`src/rtl/stopwatch_ctrl_if.sv`:
```
// Pushbutton inputs and LED/status outputs of the stopwatch controller.
interface stopwatch_ctrl_if #(
    parameter int unsigned CNT_W = 4
);
    logic             btn_start_n;
    logic             btn_clear_n;
    logic             btn_lap_n;
    logic [CNT_W-1:0] led;
    logic             running;
    logic             tick;
    logic             wrap;

    modport master (
        output btn_start_n, btn_clear_n, btn_lap_n,
        input  led, running, tick, wrap
    );

    modport slave (
        input  btn_start_n, btn_clear_n, btn_lap_n,
        output led, running, tick, wrap
    );
endinterface

```
`src/rtl/stopwatch_ctrl.sv`:
```
// Run/pause/clear controller driving the LED seconds count from debounced pushbuttons.
// Define LAP_HOLD_EN to enable the lap button, which freezes led on a count snapshot.
module stopwatch_ctrl #(
    parameter int unsigned TICK_DIV     = 12000000,
    parameter int unsigned DEBOUNCE_CYC = 120000,
    parameter int unsigned CNT_W        = 4
) (
    input  logic            clk,
    input  logic            rst_n,
    stopwatch_ctrl_if.slave bus
);

`ifdef LAP_HOLD_EN
    localparam int unsigned NBTN = 3;
`else
    localparam int unsigned NBTN = 2;
`endif
    localparam int unsigned DB_W  = $clog2(DEBOUNCE_CYC + 1);
    localparam int unsigned PS_W  = $clog2(TICK_DIV);
    localparam int unsigned B_STA = 0;
    localparam int unsigned B_CLR = 1;

    typedef enum logic [1:0] {
        IDLE  = 2'd0,
        RUN   = 2'd1,
        PAUSE = 2'd2
    } state_e;

    logic [NBTN-1:0] raw_n;
    logic [NBTN-1:0] sync1_q, sync1_d;
    logic [NBTN-1:0] sync2_q, sync2_d;
    logic [NBTN-1:0] deb_q,   deb_d;
    logic [NBTN-1:0] press_q, press_d;
    logic [DB_W-1:0] cnt_q [NBTN];
    logic [DB_W-1:0] cnt_d [NBTN];

    state_e           state_q, state_d;
    logic [PS_W-1:0]  presc_q, presc_d;
    logic [CNT_W-1:0] count_q, count_d;
    logic [CNT_W-1:0] led_q,   led_d;
    logic             running_q, running_d;
    logic             tick_q,    tick_d;
    logic             wrap_q,    wrap_d;

    logic start_ev;
    logic clear_ev;
    logic adv;

`ifdef LAP_HOLD_EN
    localparam int unsigned B_LAP = 2;
    logic             lap_ev;
    logic             hold_q, hold_d;
    logic [CNT_W-1:0] snap_q, snap_d;
    assign raw_n = {bus.btn_lap_n, bus.btn_clear_n, bus.btn_start_n};
`else
    logic unused_lap;
    assign unused_lap = bus.btn_lap_n;
    assign raw_n      = {bus.btn_clear_n, bus.btn_start_n};
`endif

    // Synchronise, then accept a level only after it has held for DEBOUNCE_CYC cycles.
    always_comb begin
        sync1_d = raw_n;
        sync2_d = sync1_q;
        deb_d   = deb_q;
        press_d = '0;
        for (int i = 0; i < int'(NBTN); i++) begin
            cnt_d[i] = '0;
            if (sync2_q[i] != deb_q[i]) begin
                if (cnt_q[i] == DB_W'(DEBOUNCE_CYC - 1)) begin
                    deb_d[i]   = sync2_q[i];
                    press_d[i] = ~sync2_q[i];
                end else begin
                    cnt_d[i] = cnt_q[i] + DB_W'(1);
                end
            end
        end
    end

    assign start_ev = press_q[B_STA];
    assign clear_ev = press_q[B_CLR];
`ifdef LAP_HOLD_EN
    assign lap_ev   = press_q[B_LAP];
`endif

    // Mode FSM, prescaler and count; clear overrides every other event.
    always_comb begin
        state_d   = state_q;
        presc_d   = presc_q;
        count_d   = count_q;
        tick_d    = 1'b0;
        wrap_d    = 1'b0;
        adv       = 1'b0;

        case (state_q)
            IDLE:    if (start_ev) state_d = RUN;
            RUN:     if (start_ev) state_d = PAUSE;
            PAUSE:   if (start_ev) state_d = RUN;
            default: state_d = IDLE;
        endcase

        if (clear_ev) begin
            state_d = IDLE;
            presc_d = '0;
            count_d = '0;
        end else begin
            // Only cycles that stay in RUN advance the period.
            adv = (state_q == RUN) && (state_d == RUN);
            if (adv) begin
                if (presc_q == PS_W'(TICK_DIV - 1)) begin
                    presc_d = '0;
                    count_d = count_q + CNT_W'(1);
                    tick_d  = 1'b1;
                    wrap_d  = &count_q;
                end else begin
                    presc_d = presc_q + PS_W'(1);
                end
            end
        end

        running_d = (state_d == RUN);

`ifdef LAP_HOLD_EN
        hold_d = hold_q;
        snap_d = snap_q;
        if (clear_ev) begin
            hold_d = 1'b0;
        end else if (lap_ev && (state_q != IDLE)) begin
            if (hold_q) begin
                hold_d = 1'b0;
            end else begin
                hold_d = 1'b1;
                snap_d = count_q;
            end
        end
        led_d = hold_d ? snap_d : count_d;
`else
        led_d = count_d;
`endif
    end

    always_ff @(posedge clk or negedge rst_n) begin
        if (!rst_n) begin
            sync1_q   <= '1;
            sync2_q   <= '1;
            deb_q     <= '1;
            press_q   <= '0;
            for (int i = 0; i < int'(NBTN); i++) cnt_q[i] <= '0;
            state_q   <= IDLE;
            presc_q   <= '0;
            count_q   <= '0;
            led_q     <= '0;
            running_q <= 1'b0;
            tick_q    <= 1'b0;
            wrap_q    <= 1'b0;
`ifdef LAP_HOLD_EN
            hold_q    <= 1'b0;
            snap_q    <= '0;
`endif
        end else begin
            sync1_q   <= sync1_d;
            sync2_q   <= sync2_d;
            deb_q     <= deb_d;
            press_q   <= press_d;
            for (int i = 0; i < int'(NBTN); i++) cnt_q[i] <= cnt_d[i];
            state_q   <= state_d;
            presc_q   <= presc_d;
            count_q   <= count_d;
            led_q     <= led_d;
            running_q <= running_d;
            tick_q    <= tick_d;
            wrap_q    <= wrap_d;
`ifdef LAP_HOLD_EN
            hold_q    <= hold_d;
            snap_q    <= snap_d;
`endif
        end
    end

    assign bus.led     = led_q;
    assign bus.running = running_q;
    assign bus.tick    = tick_q;
    assign bus.wrap    = wrap_q;

endmodule

```
`src/flat_wrapper.sv`:
```
// flat-port wrapper written by rule: the top's interface ports become plain ports
module stopwatch_ctrl_flat 
#(
    parameter int unsigned TICK_DIV     = 12000000,
    parameter int unsigned DEBOUNCE_CYC = 120000,
    parameter int unsigned CNT_W        = 4
)
  (clk, rst_n, bus_btn_start_n, bus_btn_clear_n, bus_btn_lap_n, bus_led, bus_running, bus_tick, bus_wrap);
  stopwatch_ctrl_if #(.CNT_W(CNT_W)) bus_i ();
  input  logic clk;
  input  logic rst_n;
  input wire logic [$bits(bus_i.btn_start_n)-1:0] bus_btn_start_n;
  input wire logic [$bits(bus_i.btn_clear_n)-1:0] bus_btn_clear_n;
  input wire logic [$bits(bus_i.btn_lap_n)-1:0] bus_btn_lap_n;
  output wire logic [$bits(bus_i.led)-1:0] bus_led;
  output wire logic [$bits(bus_i.running)-1:0] bus_running;
  output wire logic [$bits(bus_i.tick)-1:0] bus_tick;
  output wire logic [$bits(bus_i.wrap)-1:0] bus_wrap;
  assign bus_i.btn_start_n = bus_btn_start_n;
  assign bus_i.btn_clear_n = bus_btn_clear_n;
  assign bus_i.btn_lap_n = bus_btn_lap_n;
  assign bus_led = bus_i.led;
  assign bus_running = bus_i.running;
  assign bus_tick = bus_i.tick;
  assign bus_wrap = bus_i.wrap;
  stopwatch_ctrl #(.TICK_DIV(TICK_DIV), .DEBOUNCE_CYC(DEBOUNCE_CYC), .CNT_W(CNT_W)) u_core (.clk(clk), .rst_n(rst_n), .bus(bus_i));
endmodule
```
`config.mk`:
```
export PLATFORM = sky130hd
export DESIGN_NAME = stopwatch_ctrl_flat
export DESIGN_NICKNAME = d
export VERILOG_FILES = /design/src/rtl/stopwatch_ctrl_if.sv /design/src/rtl/stopwatch_ctrl.sv /design/src/flat_wrapper.sv
export SDC_FILE = /design/constraint.sdc
export NUM_CORES = 1
export LEC_CHECK = 0
export CAP_MARGIN = 25
export CORE_UTILIZATION = 60
export DETAILED_ROUTE_END_ITERATION = 8
export PLACE_DENSITY = 0.78
export REMOVE_ABC_BUFFERS = 1
export SLEW_MARGIN = 20
export SYNTH_ARGS = -nofsm -noshare
export SYNTH_HDL_FRONTEND = slang
export SYNTH_SLANG_ARGS = --single-unit
```
`constraint.sdc`:
```
create_clock -name clk -period 2.1 [get_ports clk]
set_input_delay 0.525 -clock clk [delete_from_list [all_inputs] [get_ports clk]]
set_output_delay 0.525 -clock clk [all_outputs]
set_load 0.005 [all_outputs]
```
* After elaboration in Yosys (flattened, before gate mapping)
Index checks and enable logic that the tools add are counted.
Word-level totals: bits in registers 75, input port bits 5, output and inout port bits 7, logic and storage cells 61
Operators by class: add/subtract/negate cells 4, bitwise operators 2, equality and inequality tests 9, muxes and demuxes 24, reduce and logical (&&, ||, !) cells 9
Operators by type and width (count):
- 24-bit two-way mux | 3
- 17-bit two-way mux | 4
- 17-bit by 1-bit adder with 17-bit output (second input constant) | 2
- 17-bit == test (second input constant) | 2
- 24-bit by 1-bit adder with 24-bit output (second input constant) | 1
- 24-bit == test (second input constant) | 1
- 4-bit two-way mux | 3
- 1-bit two-way mux | 10
- 2-bit by 1-bit == test with 1-bit output (second input constant) | 3
- 2-bit two-way mux | 3
- 2-bit AND reduction | 3
- 4-bit by 1-bit adder with 4-bit output (second input constant) | 1
- 2-bit case mux with 2 select lines | 1
- 4-bit AND reduction | 1
- 2-bit nonzero test | 2
- 2-bit == test (second input constant) | 1
- 2-bit logical NOT | 1
- 1-bit inequality test | 2
- 1-bit inverter | 2
- 2-bit OR reduction | 1
- 1-bit logical AND | 1

* Logic depth before layout (Yosys ltp)
depth after elaboration 7, depth in mapped cells 8

* Worst setup path before layout
No wires, ideal clock.
kind register to register, start point register u_core.presc_q[14], end point register u_core.presc_q[17], arrival time 1.638 ns, setup slack 0.334 ns, cell stages (with the launch flop) 7, cells stage by stage dfrtp_1 or4b_4 nor4_4 nand4b_4 buf_6 a31oi_2 nand3_1
Between the ends: longest elaborated chain between the ends 4, elaborated cells on any way between the ends 5
Ends and longest elaborated chain:
- start: declaration | line stopwatch_ctrl.sv:38 | logic [PS_W-1:0] presc_q, presc_d;
- start signal: assignment | line stopwatch_ctrl.sv:167 | presc_q <= presc_d;
- 24-bit by 1-bit adder with 24-bit output / 24-bit == test (equally long branches) | line stopwatch_ctrl.sv:116, stopwatch_ctrl.sv:110
- 24-bit two-way mux (*) | line stopwatch_ctrl.sv:110 | if (presc_q == PS_W'(TICK_DIV - 1)) begin
- 24-bit two-way mux (*) | line stopwatch_ctrl.sv:109 | if (adv) begin
- 24-bit two-way mux (*) | line stopwatch_ctrl.sv:102 | if (clear_ev) begin
Every way passes the cells marked *; elsewhere a longest branch is shown, timed or not. The select of a mux whose other input is x is not followed. A chain may end at the register's enable or synchronous reset.

* Worst setup path after layout
start point register u_core.presc_q[11], end point register u_core.presc_q[20]
The elaborated chain is that of the path after synthesis.

==> insert_results.sql <==
INSERT INTO impl_metrics (metric_group, metric, value, unit) VALUES
('power', 'vdd.ir_drop.worst', '0.496', 'mV'),
('layout', 'n_antenna_cell', '0', ''),
('setup_path', 'setup.worst_path.start', 'u_core.presc_q[11]', ''),
('synthesis', 'postSynthRegisterBits', '75', ''),
('synthesis', 'synthesis.instances', '389', ''),
('clock_network', 'cts_root_buffer', 'clkbuf_8', ''),
('route', 'drt_iter0_drc', '168', ''),
('clock_network', 'cts.reportedPaths.clkPinSlew', '0.08', 'ns'),
('synthesis', 'yosys_warnings', '0', ''),
('place', 'post_dp_cell_area', '4090', 'µm²'),
('grt', 'antenna_found_initial', '0', ''),
('clock_network', 'cts_tree', 'yes', ''),
('synthesis', 'count_of_flip_flops_with_a_built_in_enable_after_synthesis', '0', ''),
('clock_network', 'cts.sinks', '75', ''),
('synthesis', 'share_of_the_yosys_chip_area_belonging_to_registers', '0.491', ''),
('setup_path', 'endpoint_kind', 'register', ''),
('setup_path', 'timing.critical_path.required', '2.34', 'ns'),
('sta', 'slew-limit-headroom', '0.630', ''),
('synthesis', 'avgSynthCellArea', '9.86', 'µm²'),
('setup_path', 'arrival', '2.17', 'ns'),
('route', 'drc', '0', ''),
('sta', 'drv_slew', '0', ''),
('clock_network', 'cts-buffers-inserted', '9', ''),
('floorplan', 'die_height', '82.0', 'µm'),
('sta', 'final-setup-viol-count', '0', ''),
('power', 'switchingPower', '0.604', 'mW'),
('sta', 'final.period_utilization', '0.917', ''),
('min_path', 'worst_hold_path_type', 'in -> async', ''),
('sta', 'highest_clock_rate', '0.519', 'GHz'),
('setup_path', 'timing.critical_path.cells', 'and4_1 -> nand3_1 -> nor4_1 -> o21ai_0 -> a31o_1', ''),
('floorplan', 'core_area', '6060', 'µm²'),
('synthesis', 'postSynth.asyncResetShare', '1.00', ''),
('grt', 'grt_pass1_wl', '13000', 'µm'),
('synthesis', 'synth_top_area_frac', '0.450', ''),
('sta', 'period_minus_slack', '1.93', 'ns'),
('setup_path', 'r2r_start', 'u_core.presc_q[11]', ''),
('job', 'drv_cap', '0', ''),
('sta', 'setup_tns', '0', 'ns'),
('grt', 'first_global_vias', '2864', ''),
('clock_network', 'setup_repair_bufs_after_cts', '0', ''),
('sta', 'max_slew.worst_pin.slew', '0.555', 'ns'),
('synthesis', 'synthMostInstantiatedCell', 'dfrtp_1', ''),
('clock_network', 'cts_max_path_buffers', '2', ''),
('layout', 'layout-drive-gt1-share', '0.143', ''),
('power', 'share_clk_of_total_power', '0.485', ''),
('grt', 'maximum_number_of_pins_on_one_net_before_global_route_repair', '41', ''),
('clock_network', 'clock_tree.htree_level_count', '3', ''),
('outcome', 'run_status', 'finished clean', ''),
('floorplan', 'num_rows', '28', ''),
('synthesis', 'ys_dominant_reg_cell', 'dfrtp_1', ''),
('synthesis', 'synth.lib_cells_used.distinct', '59', ''),
('sta', 'rsz0062_at_grt', 'false', ''),
('floorplan', 'design.portCount', '12', ''),
('setup_path', 'worst_setup_path_start_kind', 'register', ''),
('power', 'comb_power_share', '0.025', ''),
('setup_path', 'library_cell_contributing_the_largest_single_delay_on_the_critical_path', 'dfrtp_1', ''),
('floorplan', 'die_area', '6720', 'µm²'),
('setup_path', 'worst-path-max-fanout', '9', ''),
('floorplan', 'start_util', '0.633', ''),
('route', 'vias_per_cell', '5.93', ''),
('power', 'switching_power_as_a_share_of_total_power', '0.201', ''),
('route', 'detailedRoute.firstPassIterationCount', '4', ''),
('place', 'port_buffers', '10', ''),
('place', 'last_weighted_congestion_value_of_the_routability_driven_placer', '0.837', ''),
('setup_path', 'worstSetupPathType', 'reg -> reg', ''),
('setup_path', 'crit_path_max_incr_delay', '0.50', 'ns'),
('route', 'wl_per_cell', '15.6', 'µm'),
('grt', 'grt.overflow.total', '0', ''),
('place', 'dp_hpwl', '5320', 'µm'),
('layout', 'flow.area_growth_from_synthesis', '13.6', '%'),
('power', 'power.leakage', '1.87', 'nW');
==> placed cells by master, fill, tap and decap left out, types with 2 or more instances in the layout <==
master           instances
xor2_1                  19
mux2i_1                  2
o21ai_0                  3
nor4bb_1                 3
nand3b_1                 4
xnor2_1                 21
nand3_1                 35
a31o_1                   2
nor3_1                  16
buf_4                   21
and4_1                   6
nor4_1                   6
inv_1                    8
mux2_2                   3
dfrtp_1                 69
clkinv_4                 2
nor3_2                   2
nor2_1                  54
nand2b_1                 3
nand2_1                 28
o21bai_1                 2
o21ai_1                  3
or4_1                    6
a21oi_1                 11
bufinv_16                4
clkdlybuf4s50_1          9
or3_1                    2
and3_1                   8
nand4_1                 19
ha_1                     4
dfstp_2                  6
clkbuf_8                 9
==> cell type report <==
class	count	area, µm²
Fill cell	457	1700
Multi-Input combinational cell	290	1840
Sequential cell	75	1880
Tap cell	75	93.8
Clock inverter	6	138
Timing Repair Buffer	30	248
Inverter	8	30.0
Clock buffer	10	128
==> registers in the layout, summed over array words and instances (netlist names) <==
| name | flops |
|---|---|
| u_core.sync2_q | 2 |
| u_core.state_q | 2 |
| u_core.bus.wrap | 1 |
| u_core.bus.running | 1 |
| u_core.press_q | 2 |
| u_core.count_q | 4 |
| u_core.deb_q | 2 |
| u_core.cnt_q | 34 |
| u_core.sync1_q | 2 |
| u_core.presc_q | 24 |
| u_core.bus.tick | 1 |
==> power groups by stage <==
| stage | combinational [mW] | clock, mW | sequential [mW] |
|---|---|---|---|
| floorplan | 0.0270 | 0 | 1.50 |
| global placement | 0.0737 | 0 | 1.50 |
| detailed placement | 0.0753 | 0 | 1.50 |
| CTS | 0.0760 | 1.48 | 1.47 |
| global route | 0.0872 | 1.53 | 1.47 |
| finish | 0.0737 | 1.46 | 1.47 |
==> critical path: cells and delay by family, from the launching register on <==
kind	cells	cell delay (ns)
AOI/OAI and AO/OA	2	0.34
DFF	1	0.50
and+or+nand+nor	3	0.98
==> layer usage <==
metal | vias to the layer above | global-route usage | part of all wire
met5 | - | 0 | 0
met4 | 0 | 0.104 | 0.016
met3 | 12 | 0.0478 | 0.028
met2 | 50 | 0.438 | 0.51
met1 | 1426 | 0.325 | 0.45
li1 | 1439 | - | -
==> final timing paths <==
| check | depth (start not counted) | slack, ns | endpoint |
|---|---|---|---|
| worst max-delay path | 5 | 0.17 | u_core.presc_q[20] |
| worst min-delay path | 1 | 0.14 | u_core.presc_q[9] |
| worst max register to register | 5 | 0.17 | u_core.presc_q[20] |
| worst min register to register | 0 | 0.36 | u_core.sync2_q[1] |
| max in group asynchronous | 2 | 1.38 | u_core.cnt_q[11] |
| min in group clk | 0 | 0.36 | u_core.sync2_q[1] |
==> cell families after synthesis <==
family / count (synthesis) / share of synthesized area
AO/OA/AOI/OAI: 30 / 0.0512
multiplexers: 5 / 0.0140
adder cells (fa/ha/maj): 4 / 0.0130
flip-flops: 75 / 0.491
AND/OR/NAND/NOR: 211 / 0.309
buffers and inverters: 24 / 0.0303
XOR/XNOR: 40 / 0.0913
==> through the flow <==
step | util | setup WS [ns] | std cells | hold WS [ns] | total power [mW]
after floorplan | - | 0.257 | 373 | 0.229 | 1.52
after global placement | 0.675 | 0.219 | 478 | 0.346 | 1.57
after detailed placement | 0.675 | 0.160 | 478 | 0.349 | 1.57
after CTS | 0.719 | 0.167 | 494 | 0.159 | 3.02
after global routing | 0.719 | 0.00307 | 494 | 0.174 | 3.09
final | 0.719 | 0.174 | 494 | 0.141 | 3.00
==> what timing repair did <==
| item | 4_1_cts | 5_1_grt |
|---|---|---|
| hold endpoints to repair | 0 | 0 |
| endpoints found under the setup margin | 0 | 9 |
| resized for setup | 0 | 1 |
(Power assumes the default switching activity.)
